`config.mk`:
```
export PLATFORM = sky130hd
export DESIGN_NAME = rf_write_arbiter_flat
export DESIGN_NICKNAME = d
export VERILOG_FILES = /design/src/rtl/rf_pkg.sv /design/src/rtl/rf_write_arbiter_if.sv /design/src/rtl/rf_arb_grant.sv /design/src/rtl/rf_write_arbiter.sv /design/src/flat_wrapper.sv
export SDC_FILE = /design/constraint.sdc
export NUM_CORES = 1
export LEC_CHECK = 0
export ABC_CLOCK_PERIOD_IN_PS = 1800
export CAP_MARGIN = 10
export CORE_ASPECT_RATIO = 0.75
export CORE_MARGIN = 2
export CORE_UTILIZATION = 36
export CTS_CLUSTER_DIAMETER = 120
export DETAILED_ROUTE_END_ITERATION = 10
export PLACE_DENSITY = 0.81
export SETUP_SLACK_MARGIN = 0.1
export SYNTH_ARGS = -nofsm -noshare
export SYNTH_HDL_FRONTEND = slang
export SYNTH_HIERARCHICAL = 1
export SYNTH_SLANG_ARGS = --single-unit
export TNS_END_PERCENT = 20
```
`constraint.sdc`:
```
create_clock -name clk -period 1.8 [get_ports clk]
set_clock_uncertainty 0.15 [all_clocks]
set_input_delay 0.54 -clock clk [delete_from_list [all_inputs] [get_ports clk]]
set_output_delay 0.54 -clock clk [all_outputs]
set_load 0.1 [all_outputs]
```
`src/rtl/rf_pkg.sv`:
```
// Shared constants for the register-file write arbiter: default widths,
// the hard-wired zero register, and the requester indices.
package rf_pkg;
    localparam int ADDR_W_DEF = 5;
    localparam int DATA_W_DEF = 32;
    localparam int ZERO_REG   = 0;
    localparam logic REQ_ALU  = 1'b0;
    localparam logic REQ_LSU  = 1'b1;
endpackage

```
`src/rtl/rf_write_arbiter_if.sv`:
```
// Request-side handshake bundle for the two register-file writeback requesters.
// master = requesters (ALU / load writeback), slave = the arbiter.
interface rf_write_arbiter_if
    import rf_pkg::*;
#(
    parameter int ADDR_W = ADDR_W_DEF,
    parameter int DATA_W = DATA_W_DEF
);
    logic              req0_valid;
    logic              req1_valid;
    logic [ADDR_W-1:0] req0_addr;
    logic [ADDR_W-1:0] req1_addr;
    logic [DATA_W-1:0] req0_data;
    logic [DATA_W-1:0] req1_data;
    logic              req0_ready;
    logic              req1_ready;

    modport master (
        output req0_valid, req1_valid, req0_addr, req1_addr, req0_data, req1_data,
        input  req0_ready, req1_ready
    );

    modport slave (
        input  req0_valid, req1_valid, req0_addr, req1_addr, req0_data, req1_data,
        output req0_ready, req1_ready
    );
endinterface

```
`src/rtl/rf_arb_grant.sv`:
```
// Two-way grant selection: one-hot grant from the valids and the last winner.
// Macro RF_WRITE_ARB_FIXED_PRIO_EN makes requester 1 (load) win every contention.
module rf_arb_grant
    import rf_pkg::*;
(
    input  logic [1:0] valid,
    input  logic       last_grant,
    output logic [1:0] grant
);
    always_comb begin
        grant = 2'b00;
        case (valid)
            2'b01: grant = 2'b01;
            2'b10: grant = 2'b10;
            2'b11: begin
`ifdef RF_WRITE_ARB_FIXED_PRIO_EN
                grant = 2'b10;
`else
                // Round-robin: the requester that did not win last time goes now.
                grant = (last_grant == REQ_LSU) ? 2'b01 : 2'b10;
`endif
            end
            default: grant = 2'b00;
        endcase
    end
endmodule

```
`src/rtl/rf_write_arbiter.sv`:
```
// Arbitrates ALU and load writebacks onto a single register-file write port
// through a one-cycle output stage. Optional macro: RF_WRITE_ARB_FIXED_PRIO_EN.
module rf_write_arbiter
    import rf_pkg::*;
#(
    parameter int ADDR_W = ADDR_W_DEF,
    parameter int DATA_W = DATA_W_DEF
)(
    input  logic               clk,
    input  logic               reset_rf,
    rf_write_arbiter_if.slave  req,
    output logic               rf_we,
    output logic [ADDR_W-1:0]  rf_adr3,
    output logic [DATA_W-1:0]  rf_wdata,
    output logic               last_grant
);
    logic [1:0]        valid;
    logic [1:0]        grant;
    logic              xfer;
    logic              sel;
    logic [ADDR_W-1:0] acc_addr;
    logic [DATA_W-1:0] acc_data;

    assign valid = {req.req1_valid, req.req0_valid};

    rf_arb_grant u_grant (
        .valid      (valid),
        .last_grant (last_grant),
        .grant      (grant)
    );

    // Ready is suppressed during reset so nothing is accepted and then lost.
    assign req.req0_ready = grant[REQ_ALU] & ~reset_rf;
    assign req.req1_ready = grant[REQ_LSU] & ~reset_rf;

    assign xfer     = req.req0_ready | req.req1_ready;
    assign sel      = grant[REQ_LSU];
    assign acc_addr = sel ? req.req1_addr : req.req0_addr;
    assign acc_data = sel ? req.req1_data : req.req0_data;

    always_ff @(posedge clk or posedge reset_rf) begin
        if (reset_rf) begin
            rf_we      <= 1'b0;
            rf_adr3    <= '0;
            rf_wdata   <= '0;
            last_grant <= REQ_LSU;
        end else if (xfer) begin
            // Writes to the zero register are accepted but never reach the file.
            rf_we      <= (acc_addr != ADDR_W'(ZERO_REG));
            rf_adr3    <= acc_addr;
            rf_wdata   <= acc_data;
            last_grant <= sel;
        end else begin
            rf_we      <= 1'b0;
        end
    end
endmodule

```
`src/flat_wrapper.sv`:
```
// flat-port wrapper written by rule: the top's interface ports become plain ports
module rf_write_arbiter_flat import rf_pkg::*;
#(
    parameter int ADDR_W = ADDR_W_DEF,
    parameter int DATA_W = DATA_W_DEF
)
  (clk, reset_rf, rf_we, rf_adr3, rf_wdata, last_grant, req_req0_valid, req_req1_valid, req_req0_addr, req_req1_addr, req_req0_data, req_req1_data, req_req0_ready, req_req1_ready);
  rf_write_arbiter_if #(.ADDR_W(ADDR_W), .DATA_W(DATA_W)) req_i ();
  input  logic clk;
  input  logic reset_rf;
  output logic rf_we;
  output logic [ADDR_W-1:0] rf_adr3;
  output logic [DATA_W-1:0] rf_wdata;
  output logic last_grant;
  input wire logic [$bits(req_i.req0_valid)-1:0] req_req0_valid;
  input wire logic [$bits(req_i.req1_valid)-1:0] req_req1_valid;
  input wire logic [$bits(req_i.req0_addr)-1:0] req_req0_addr;
  input wire logic [$bits(req_i.req1_addr)-1:0] req_req1_addr;
  input wire logic [$bits(req_i.req0_data)-1:0] req_req0_data;
  input wire logic [$bits(req_i.req1_data)-1:0] req_req1_data;
  output wire logic [$bits(req_i.req0_ready)-1:0] req_req0_ready;
  output wire logic [$bits(req_i.req1_ready)-1:0] req_req1_ready;
  assign req_i.req0_valid = req_req0_valid;
  assign req_i.req1_valid = req_req1_valid;
  assign req_i.req0_addr = req_req0_addr;
  assign req_i.req1_addr = req_req1_addr;
  assign req_i.req0_data = req_req0_data;
  assign req_i.req1_data = req_req1_data;
  assign req_req0_ready = req_i.req0_ready;
  assign req_req1_ready = req_i.req1_ready;
  rf_write_arbiter #(.ADDR_W(ADDR_W), .DATA_W(DATA_W)) u_core (.clk(clk), .reset_rf(reset_rf), .req(req_i), .rf_we(rf_we), .rf_adr3(rf_adr3), .rf_wdata(rf_wdata), .last_grant(last_grant));
endmodule
```
Word-level counts from Yosys, hierarchy flattened

Index checks and enable logic that the tools add are counted.

Bits in registers: 39
Latch bits: 0
RAM bits: 0
ROM bits: 0
Input port bits: 78
Word-level logic and storage cells: 17
Memories: 0

Add/sub/neg operators: 0
Multiply operators: 0
Divide/modulo/power cells: 0
Magnitude comparators: 0
Eq/ne operators: 3
Shift-type cells: 0
Multiplexer cells: 5
Bitwise logic cells: 4
Reduce and logical (&&, ||, !) cells: 1

Operators by type and width:

| cell               | number |
|---|---|
| $mux 32            | 1 |
| $pmux 2 s3         | 1 |
| $mux 5             | 1 |
| $reduce_bool 5->1  | 1 |
| $eq 2x2->1 const B | 2 |
| $and 1x1->1        | 2 |
| $eq 2x1->1 const B | 1 |
| $mux 2             | 1 |
| $mux 1             | 1 |
| $not 1->1          | 1 |
| $or 1x1->1         | 1 |

Logic depth before layout (Yosys ltp)

Gate-level depths: netlist of the first run.

Depth after elaboration: 5
Gate-level depth with buffers: 7
Gate-level depth less buffers: 5

Cells and area by module

Netlist of the first run, hierarchy kept.

By module, submodules not included:

| module           | instances | cells an instance | area an instance (sq um) | sequential area each (sq um) |
|---|---|---|---|---|
| rf_write_arbiter | 1         | 174               | 1833.0                   | 977.2 |
| rf_arb_grant     | 1         | 3                 | 18.8                     | 0.0 |

Least setup slack after synthesis of the first run

OpenSTA, ideal clock, no wires.

Kind: reg2out
Start point: register u_core.last_grant
End point: output req_req0_ready
Arrival time: 2.543 ns
Required time: 1.110 ns
Setup slack: -1.433 ns
Cell stages (with the launch flop): 4
Path through: dfstp_2 > inv_1 > a21boi_1 > nor2b_1

Cells in the longest elaborated chain, start to end: 3

Ends and longest elaborated chain:

| element                  | line                   | source |
|---|---|---|
| start: declaration       | rf_write_arbiter.sv:15 | `output logic last_grant` |
| start signal: assignment | rf_write_arbiter.sv:52 | `last_grant <= sel;` |
| $mux 2                   | rf_arb_grant.sv:20     | `grant = (last_grant == REQ_LSU) ? 2'b01 : 2'b10;` |
| $pmux 2 s3               | rf_arb_grant.sv:12     | `case (valid)` |
| via u_core.grant[0]      | rf_write_arbiter.sv:18 | `logic [1:0] grant;` |
| $and 1x1->1              | rf_write_arbiter.sv:33 | `assign req.req0_ready = grant[REQ_ALU] & ~reset_rf;` |
| end: declaration         | flat_wrapper.sv:21     | `output wire logic [$bits(req_i.req0_ready)-1:0] req_req0_ready;` |

The timed path passes the listed nets, and every way through them passes these cells.

Worst setup path in the final report of the first run

Same ends and word-level chain as after synthesis.

==> results of run 1 <==
==> Yosys cell counts, drive strengths merged <==
| master | number |
|---|---|
| dfrtp | 38 |
| mux2i | 37 |
| nand2 | 37 |
| o21ai | 37 |
| buf | 10 |
| clkbuf | 3 |
| inv | 3 |
| nor3 | 3 |
| a21boi | 2 |
| nor2b | 2 |
| o21bai | 2 |
| dfstp | 1 |
| or4 | 1 |
| or4b | 1 |
==> cells by family after synthesis <==
kind of cell / count (synthesis)
AND/OR/NAND/NOR: 44
multiplexers: 37
flip-flops: 39
buffers and inverters: 16
AO/OA/AOI/OAI: 41
==> cell type report <==
type,instances,area (sq um)
repair buffers,144,1976
flip-flops and latches,39,980.9
fillers,309,915.9
multi-input cells,122,850.8
clock buffers,6,82.58
well taps,60,75.07
clock inverters,2,35.03
inverters,3,11.26
==> worst max-delay path, stage by stage (launching register included) <==
cell,delay [ps]
dfstp_4,630
inv_2,40
a21boi_2,150
nor2b_4,200
buf_12,180
==> metrics by stage <==
| step | hold WS (ps) | setup slack, ps | total power [W] | std cells |
|---|---|---|---|---|
| after global routing | 418.4 | -419.3 | 0.005029 | 376 |
| after CTS | 392.4 | -356.2 | 0.004810 | 374 |
| final | 390.8 | -364.5 | 0.004846 | 376 |
| after global placement | 370.8 | -511.1 | 0.003932 | 356 |
| after floorplan | 567.5 | -434.2 | 0.002798 | 177 |
| after detailed placement | 377.3 | -578.2 | 0.003975 | 356 |
==> power breakdown <==
| part | internal, W | leakage, nW | switching, W |
|---|---|---|---|
| sequential | 0.00106 | 0.479 | 0.000199 |
| clock | 0.000449 | 0.0612 | 0.000291 |
| combinational | 0.00112 | 1.27 | 0.00173 |
==> repair_timing <==
action / 4_1_cts / 5_1_grt
cloned: 4 / 2
buffers inserted: 6 / 1
gates resized for setup: 21 / 26
pin swaps: 1 / 2
endpoints found under the setup margin: 41 / 41
==> layer usage <==
metal	vias up	track usage, %	wire (um)
met5	-	0	0
met4	0	6.836	121
met3	11	7.491	528
met2	87	40.46	3182
met1	857	21.25	2194
li1	886	-	-
==> cells in the final DEF, fill, tap and decap left out, types with 2 or more instances in the layout <==
master / n
nand2_1: 34
nand2_2: 2
buf_12: 45
buf_4: 10
nor2b_4: 2
dfrtp_1: 38
o21ai_0: 12
buf_6: 6
mux2i_1: 37
clkbuf_8: 6
o21ai_2: 2
buf_16: 3
clkbuf_16: 2
o21ai_1: 23
inv_1: 2
clkdlybuf4s50_1: 74
dlygate4sd2_1: 3
==> flip-flops by register name, indices dropped and copies added, names as in the netlist <==
name               cells
u_core/rf_wdata       32
u_core/rf_adr3         5
u_core/rf_we           1
u_core/last_grant      1
==> worst max path at each step <==
stage,startpoint,to,slack [ps]
final,u_core/last_grant,req_req0_ready,-360
after detailed placement,req_req1_valid,req_req1_ready,-580
after floorplan,u_core/last_grant,req_req0_ready,-430
after global routing,u_core/last_grant,req_req0_ready,-420
after global placement,req_req1_valid,u_core/rf_we,-510
after CTS,u_core/last_grant,req_req0_ready,-360
==> results.ini, run 1 <==
[outcome]
run_status = finished, violations left
violations_in_the_final_reports = setup timing

[min_path]
worstHoldPathType = flip-flop to flip-flop
min_path_cells = 2
worstHoldEndpoint = u_core/rf_wdata[11]
hold_path_startpoint = u_core/rf_wdata[11]

[die]
die-width_um = 86.82
design.die.area_sq_um = 5739
io-pin-count = 119
coreArea_sq_um = 4927
die_h_um = 66.11
initial_utilization_pct = 37.58
row_count = 22

[clock_network]
cts_tree = yes
postCtsHoldBufs = 0
clk_latency_ps = 270
htreeDepth = 2
clock_path_buffers = 2
cts_root_buffer_type = clkbuf_8
cts-buffers-inserted = 5
clock_slew_seen_by_the_registers_of_the_worst_setup_and_hold_paths_ps = 80
cts.sink_count = 39

[layout]
layout_utilization_pct = 81.41
fraction_of_final_layout_cells_sized_beyond_drive_strength_1_pct = 28.48
diodes = 0
design.final.nets = 393
areaGrowthSynthToFinish_pct = 116.6
post-route-cell-area_sq_um = 4011

[logic_synthesis]
ys_seq_area_share_pct = 52.77
synthDistinctLibCells = 19
synth_nets = 255
synth_compound_gate_area_share_pct = 11.82
synth_simple_gate_area_share_pct = 9.932
post_synth_mux_area_share_pct = 20.00
yosys_register_bits = 39
synth.largest_area_cell = dfrtp_1
synthesis.area_sq_um = 1852
synth_area_per_cell_sq_um = 10.46
synth_xor_area_share_pct = 0
dominant_combinational_cell_family_by_area_after_synthesis = multiplexers
synth_warnings = 6
adder_and_majority_gate_portion_of_the_synthesized_area_pct = 0
syn-instance-count = 177
netlist.area_leader.share_pct = 51.35
synthTopCellsByArea = dfrtp_1, mux2i_1, o21ai_0

[setup_path]
setup.worst_path.class = flip-flop to primary output
ff2ff_setup_slack_ps = -150
crit_arrival_ps = 1470
r2r_start = u_core/last_grant
worstPathRequired_ps = 1110
worst-r2r-cell-count = 9
timing.rr.end = u_core/rf_wdata[12]
cp-end-kind = primary output
startpoint_type = flip-flop
crit_fanout = 3

[sta]
hold_viol_final = 0
setup_viol_count_final = 41
timing.fmax_mhz = 462.0
min_period_ps = 2165
slew-limit-headroom_pct = 78.29
tightest_slew_ps = 325.6
worst_slack_ps = -364.5
grt_setup_unrepaired = yes
fin_crit_sh_pct = 120.3
setup_tns_after_final_layout_ps = -4400
report.final.slew_viol_count = 0

[routing]
first_iter_violations = 44
post_drt_wl_per_cell_um = 16.03
detailedRoute.firstPassIterationCount = 4
final_antenna_net_count = 0
viasPerCell = 4.896
wl_um = 6026
num_vias = 1841
route.detailed.drc = 0

[power]
power_per_cell_area_nw_per_um2 = 1208
irDropWorstVdd_mv = 0.5854
cellLeakagePower_nw = 1.806

[grt]
grt_antenna_before_repair = 0
grt_usage_pct = 21.15
overflow = 0
pin_count_of_the_biggest_net_entering_global_routing = 31
vias_in_the_first_global_route = 1999
grt_pass1_wl_um = 9335

[placed_design]
hpwlAfterDp_um = 4253
placement.io_buffers = 118
postPlaceCellArea_sq_um = 3625
routabilityCongestion = 0.8076

[flow_run]
number_of_max_capacitance_violations_reported = 0

Power figures use the tool's default switching activity.
==> run 2: changes to the inputs <==
--- a/config.mk
+++ b/config.mk
@@ -13,9 +13,10 @@
 export CTS_CLUSTER_DIAMETER = 120
 export DETAILED_ROUTE_END_ITERATION = 10
 export PLACE_DENSITY = 0.81
-export SETUP_SLACK_MARGIN = 0.1
+export SETUP_SLACK_MARGIN = 0.15
+export SLEW_MARGIN = 10
 export SYNTH_ARGS = -nofsm -noshare
 export SYNTH_HDL_FRONTEND = slang
 export SYNTH_HIERARCHICAL = 1
 export SYNTH_SLANG_ARGS = --single-unit
-export TNS_END_PERCENT = 20
+export TNS_END_PERCENT = 1
==> run 2 against run 1 <==
Critical endpoint unchanged. Design area decreased by 6.2%. Hold slack improved by 7.9 ps. Cell count decreased by 2.4%. Maximum frequency increased by 0.76%. Combinational power decreased by 5%. Global-route usage decreased by 1.5 points. Critical path depth unchanged. Sequential power about the same. Non-clock buffer count decreased by 9. Die area unchanged. Register-to-register slack improved by 80 ps. Clock power increased by 0.7%. Critical path type unchanged. The flow still finishes with violations (setup timing).
==> results.ini, run 2 (synthesized netlist as in run 1, its figures left out) <==
[outcome]
run_status = finished, violations left
violations_in_the_final_reports = setup timing

[clock_network]
cts_tree = yes
clock_slew_seen_by_the_registers_of_the_worst_setup_and_hold_paths_ps = 70
cts-buffers-inserted = 5
clk_latency_ps = 280
cts.sink_count = 39
clock_path_buffers = 2
cts_root_buffer_type = clkbuf_8
htreeDepth = 2

[placed_design]
hpwlAfterDp_um = 4360
placement.io_buffers = 118
routabilityCongestion = 0.7869
detailedPlace.worstSlack_ps = -566.4
placedCellCount = 357

[grt]
vias_in_the_first_global_route = 1890
pin_count_of_the_biggest_net_entering_global_routing = 50
grt_usage_pct = 19.70
overflow = 0
grt_pass1_wl_um = 8597
grt_antenna_before_repair = 0

[layout]
areaGrowthSynthToFinish_pct = 103.1
layout_top_registers = u_core/rf_wdata (32), u_core/rf_adr3 (5)
layout_commonest_cell = clkdlybuf4s50_1
fraction_of_final_layout_cells_sized_beyond_drive_strength_1_pct = 24.43
design.final.nets = 384
layout.cells.most_common_list = clkdlybuf4s50_1, buf_12, dfrtp_1
fillerInstances = 329
fin_cells = 367
largest_register_ffs = 32
layout_utilization_pct = 76.33
largest-register = u_core/rf_wdata
diodes = 0

[setup_path]
timing.rr.end = u_core/rf_we
startpoint_type = flip-flop
worstPathRequired_ps = 1110
setup.worst_path.class = flip-flop to primary output
crit_fanout = 3
crit_arrival_ps = 1460
ff2ff_setup_slack_ps = -70
r2r_start = u_core/last_grant
cp-end-kind = primary output
worst-r2r-cell-count = 6

[routing]
route.detailed.drc = 0
detailedRoute.firstPassIterationCount = 4
viasPerCell = 4.749
wl_um = 5252
first_iter_violations = 27
num_vias = 1743
post_drt_wl_per_cell_um = 14.31
final_antenna_net_count = 0

[min_path]
min_path_cells = 2
hold_path_startpoint = u_core/rf_wdata[4]
worstHoldPathType = flip-flop to flip-flop
worstHoldEndpoint = u_core/rf_wdata[4]

[sta]
min_period_ps = 2148
hold_viol_final = 0
worst_slack_ps = -348.3
setup_tns_after_final_layout_ps = -876.1
slew-limit-headroom_pct = 81.85
setup_viol_count_final = 7
report.final.slew_viol_count = 0
timing.fmax_mhz = 465.5
grt_setup_unrepaired = yes
fin_crit_sh_pct = 119.3
tightest_slew_ps = 272.2
timing.hold.ws_ps = 398.7

[die]
die_h_um = 66.11
initial_utilization_pct = 37.58
coreArea_sq_um = 4927
row_count = 22
die-width_um = 86.82
design.die.area_sq_um = 5739
io-pin-count = 119

[flow_run]
number_of_max_capacitance_violations_reported = 0

[power]
power_per_cell_area_nw_per_um2 = 1250
cellLeakagePower_nw = 1.681
irDropWorstVdd_mv = 0.6517

## run 2: metal layers
metal	vias up	global-route usage, %	part of all wire (%)
li1	867	-	-
met1	799	21.41	39
met2	73	35.59	52
met3	4	6.866	7.4
met4	0	6.836	0.97
met5	-	0	0
## run 2: power breakdown
part | total [W] | internal, W | leakage [nW] | switching, W
logic | 0.00271 | 0.00102 | 1.14 | 0.00169
clock network | 0.000744 | 0.000449 | 0.0612 | 0.000296
registers | 0.00125 | 0.00106 | 0.479 | 0.000191
total | 0.00470 | 0.00253 | 1.68 | 0.00217
## run 2: repair_timing
action / CTS / global route
resized for setup: 15 / 7
hold buffers: 0 / 0
hold endpoints to repair: 0 / 0
pin swaps: 1 / 0
buffers inserted: 2 / 0
setup endpoints to repair: 41 / 41
## run 2: how the worst max path moves through the flow
stage	slack [ps]	end	cells past startpoint	startpoint
after CTS	-360	req_req0_ready	4	u_core/last_grant
after global placement	-510	req_req0_ready	4	req_req0_valid
after floorplan	-430	req_req0_ready	3	u_core/last_grant
final	-350	req_req0_ready	4	u_core/last_grant
after detailed placement	-570	u_core/rf_we	6	req_req1_valid
after global routing	-400	req_req0_ready	4	u_core/last_grant
## run 2: area by class of cell
cell class	count	area [sq um]	area share [%]
multi-input combinational	122	819.5	21.79
timing repair buffer	135	1757	46.71
clock buffer	6	82.58	2.196
inverter	3	11.26	0.2994
clock inverter	2	35.03	0.9315
tap	60	75.07	1.996
sequential	39	980.9	26.08
## run 2: worst max-delay path, cell delays in order (launching register included)
cell and delay [ps]:
dfstp_4 640, inv_2 40, a21boi_2 120, nor2b_4 190, buf_12 180
## run 2: through the flow
step	area, sq um	power (W)
2_1_floorplan	1878	0.002792
3_3_place_gp	3620	0.003928
3_5_place_dp	3620	0.003977
4_1_cts	3757	0.004738
5_1_grt	3761	0.004891
6_report	3761	0.004703
==> run 3: changes to the inputs <==
--- a/config.mk
+++ b/config.mk
@@ -5,14 +5,16 @@
 export SDC_FILE = /design/constraint.sdc
 export NUM_CORES = 1
 export LEC_CHECK = 0
-export ABC_CLOCK_PERIOD_IN_PS = 1800
+export ABC_CLOCK_PERIOD_IN_PS = 2700
 export CAP_MARGIN = 10
 export CORE_ASPECT_RATIO = 0.75
 export CORE_MARGIN = 2
-export CORE_UTILIZATION = 36
+export CORE_UTILIZATION = 40
+export CTS_BUF_LIST = sky130_fd_sc_hd__clkbuf_4 sky130_fd_sc_hd__clkbuf_8
 export CTS_CLUSTER_DIAMETER = 120
 export DETAILED_ROUTE_END_ITERATION = 10
-export PLACE_DENSITY = 0.81
+export GPL_ROUTABILITY_DRIVEN = 0
+export PLACE_DENSITY = 0.88
 export SETUP_SLACK_MARGIN = 0.15
 export SLEW_MARGIN = 10
 export SYNTH_ARGS = -nofsm -noshare
==> constraint.sdc (replaced) <==
create_clock -name clk -period 2.7 [get_ports clk]
set_clock_uncertainty 0.15 [all_clocks]
set_input_delay 0.81 -clock clk [delete_from_list [all_inputs] [get_ports clk]]
set_output_delay 0.81 -clock clk [all_outputs]
set_load 0.1 [all_outputs]
==> run 3 against run 2 <==
The run now ends clean. Cell count decreased by 2.2%. Power decreased by 45%. Non-clock buffer count decreased by 3. Sequential cell count unchanged. Routed wire length decreased by 10%. Sequential share of layout area increased by 4.8 points. Largest cell class unchanged. Combinational power decreased by 46%. Critical endpoint is now req_req1_ready. Clock-buffer cell count unchanged. Die area decreased by 9.5%.
==> results.ini, run 3 (synthesized netlist as in run 1, its figures left out) <==
[power]
clkPwrFrac_pct = 13.6
report.power.total_w = 0.002587
cellLeakagePower_nw = 1.475
irDropWorstVdd_mv = 0.5628
power_per_cell_area_nw_per_um2 = 818.6
p_comb_share_pct = 56.7
p_sw_w = 0.001337
internal_power_w = 0.001250
seqPwrFrac_pct = 29.7
switching_share_pct = 51.70

[die]
initial_utilization_pct = 41.46
row_count = 21
die-width_um = 82.57
coreArea_sq_um = 4467
die_h_um = 62.93
design.die.area_sq_um = 5195
io-pin-count = 119

[routing]
met3_wirelength_from_detailed_routing_um = 500
met1Wirelength_um = 1845
num_vias = 1707
met2WireLength_um = 2342
routed.top_layer = met4
first_iter_violations = 23
post_drt_wl_per_cell_um = 13.11
detailedRoute.firstPassIterationCount = 4
final_antenna_net_count = 0
wl_um = 4705
route.detailed.drc = 0
viasPerCell = 4.755

[sta]
slew-limit-headroom_pct = 78.10
fin_crit_sh_pct = 92.60
timing.fmax_mhz = 400.0
grt_setup_unrepaired = no
hold_viol_final = 0
setup_viol_count_final = 0
report.final.slew_viol_count = 0
tightest_slew_ps = 328.5
setup_tns_after_final_layout_ps = 0
min_period_ps = 2500
worst_slack_ps = 199.9

[setup_path]
cp-end-kind = primary output
crit_fanout = 2
r2r_start = u_core/last_grant
worstPathRequired_ps = 1740
crit_path_cell_chain = buf_2 -> buf_6 -> a21boi_4 -> nor2b_4 -> buf_12
ff2ff_setup_slack_ps = 750
crit_arrival_ps = 1540
crit_buf_inv = 3
worst-r2r-cell-count = 7
setup.worst_path.class = input port to primary output
crit_path_max_incr_delay_ps = 180
slowest_stage = nor2b_4
timing.rr.end = u_core/rf_wdata[10]
cp_top_family = buffers and inverters
startpoint_type = input port

[layout]
layout.cells.most_common_list = clkdlybuf4s50_1, buf_4, dfrtp_1
layout_top_registers = u_core/rf_wdata (32), u_core/rf_adr3 (5)
largest-register = u_core/rf_wdata
layout_commonest_cell = clkdlybuf4s50_1
fraction_of_final_layout_cells_sized_beyond_drive_strength_1_pct = 22.85
design.final.nets = 381
diodes = 0
layout_utilization_pct = 70.76
largest_register_ffs = 32
areaGrowthSynthToFinish_pct = 70.68
post-route-cell-area_sq_um = 3161

[clock_network]
htreeDepth = 2
cts.sink_count = 39
clk_latency_ps = 270
cts_tree = yes
clock_path_buffers = 2
cts-buffers-inserted = 5
cts_root_buffer_type = clkbuf_8
clock_slew_seen_by_the_registers_of_the_worst_setup_and_hold_paths_ps = 60

[placed_design]
placement.io_buffers = 118
hpwlAfterDp_um = 3708
detailedPlace.worstSlack_ps = -142.9
postPlaceCellArea_sq_um = 3058

[min_path]
worstHoldEndpoint = u_core/rf_wdata[24]
worstHoldPathType = flip-flop to flip-flop
min_path_cells = 2
hold_path_startpoint = u_core/rf_wdata[24]

[grt]
overflow = 0
pin_count_of_the_biggest_net_entering_global_routing = 47
grt_antenna_before_repair = 0
grt_pass1_wl_um = 7527
grt_usage_pct = 18.85
vias_in_the_first_global_route = 1692

[outcome]
run_status = complete, no violations

[flow_run]
number_of_max_capacitance_violations_reported = 0

## run 3: layout make-up
class | instances | area, sq um
fillers | 376 | 1306
repair buffers | 132 | 1214
flip-flops and latches | 39 | 977.2
multi-input cells | 122 | 810.8
clock buffers | 6 | 76.32
well taps | 57 | 71.32
inverters | 3 | 11.26
## run 3: repair_timing
action / CTS / global route
buffers inserted: 2 / 2
pin swaps: 1 / 0
resized for setup: 9 / 1
setup endpoints to repair: 2 / 2
hold buffers: 0 / 0
## run 3: how the worst max path moves through the flow
stage / start / to / slack [ps] / depth (start not counted)
6_report: req_req0_valid / req_req1_ready / 200 / 5
5_1_grt: req_req0_valid / req_req1_ready / 170 / 5
4_1_cts: req_req1_valid / req_req1_ready / 160 / 4
3_5_place_dp: req_req0_valid / req_req0_ready / -140 / 4
3_3_place_gp: req_req0_valid / req_req0_ready / -120 / 4
2_1_floorplan: req_req1_valid / req_req1_ready / -9 / 4
## run 3: through the flow
step	hold WS, ps	std cells
after global routing	355.2	359
after detailed placement	322.1	349
after floorplan	560.8	177
after global placement	313.0	349
final	329.9	359
after CTS	337.6	357
## run 3: layer usage
| layer | vias up | GRT usage [%] |
|---|---|---|
| met5 | - | 0 |
| met4 | 0 | 3.689 |
| met3 | 2 | 6.647 |
| met2 | 68 | 33.06 |
| met1 | 778 | 22.05 |
| li1 | 859 | - |
## run 3: power by group through the flow
stage	Sequential [W]	Clock, W	Combinational (W)
finish	0.000768	0.000352	0.00147
global placement	0.000773	0	0.00146
detailed placement	0.000780	0	0.00147
CTS	0.000770	0.000366	0.00147
floorplan	0.00164	0	0.000223
global route	0.000784	0.000397	0.00153
## run 3: worst min-delay path, delay by kind of cell (launching register included)
family	cells	cell delay [ps]
AOI/OAI and AO/OA	1	60
DFF	1	340
and+or+nand+nor	1	40
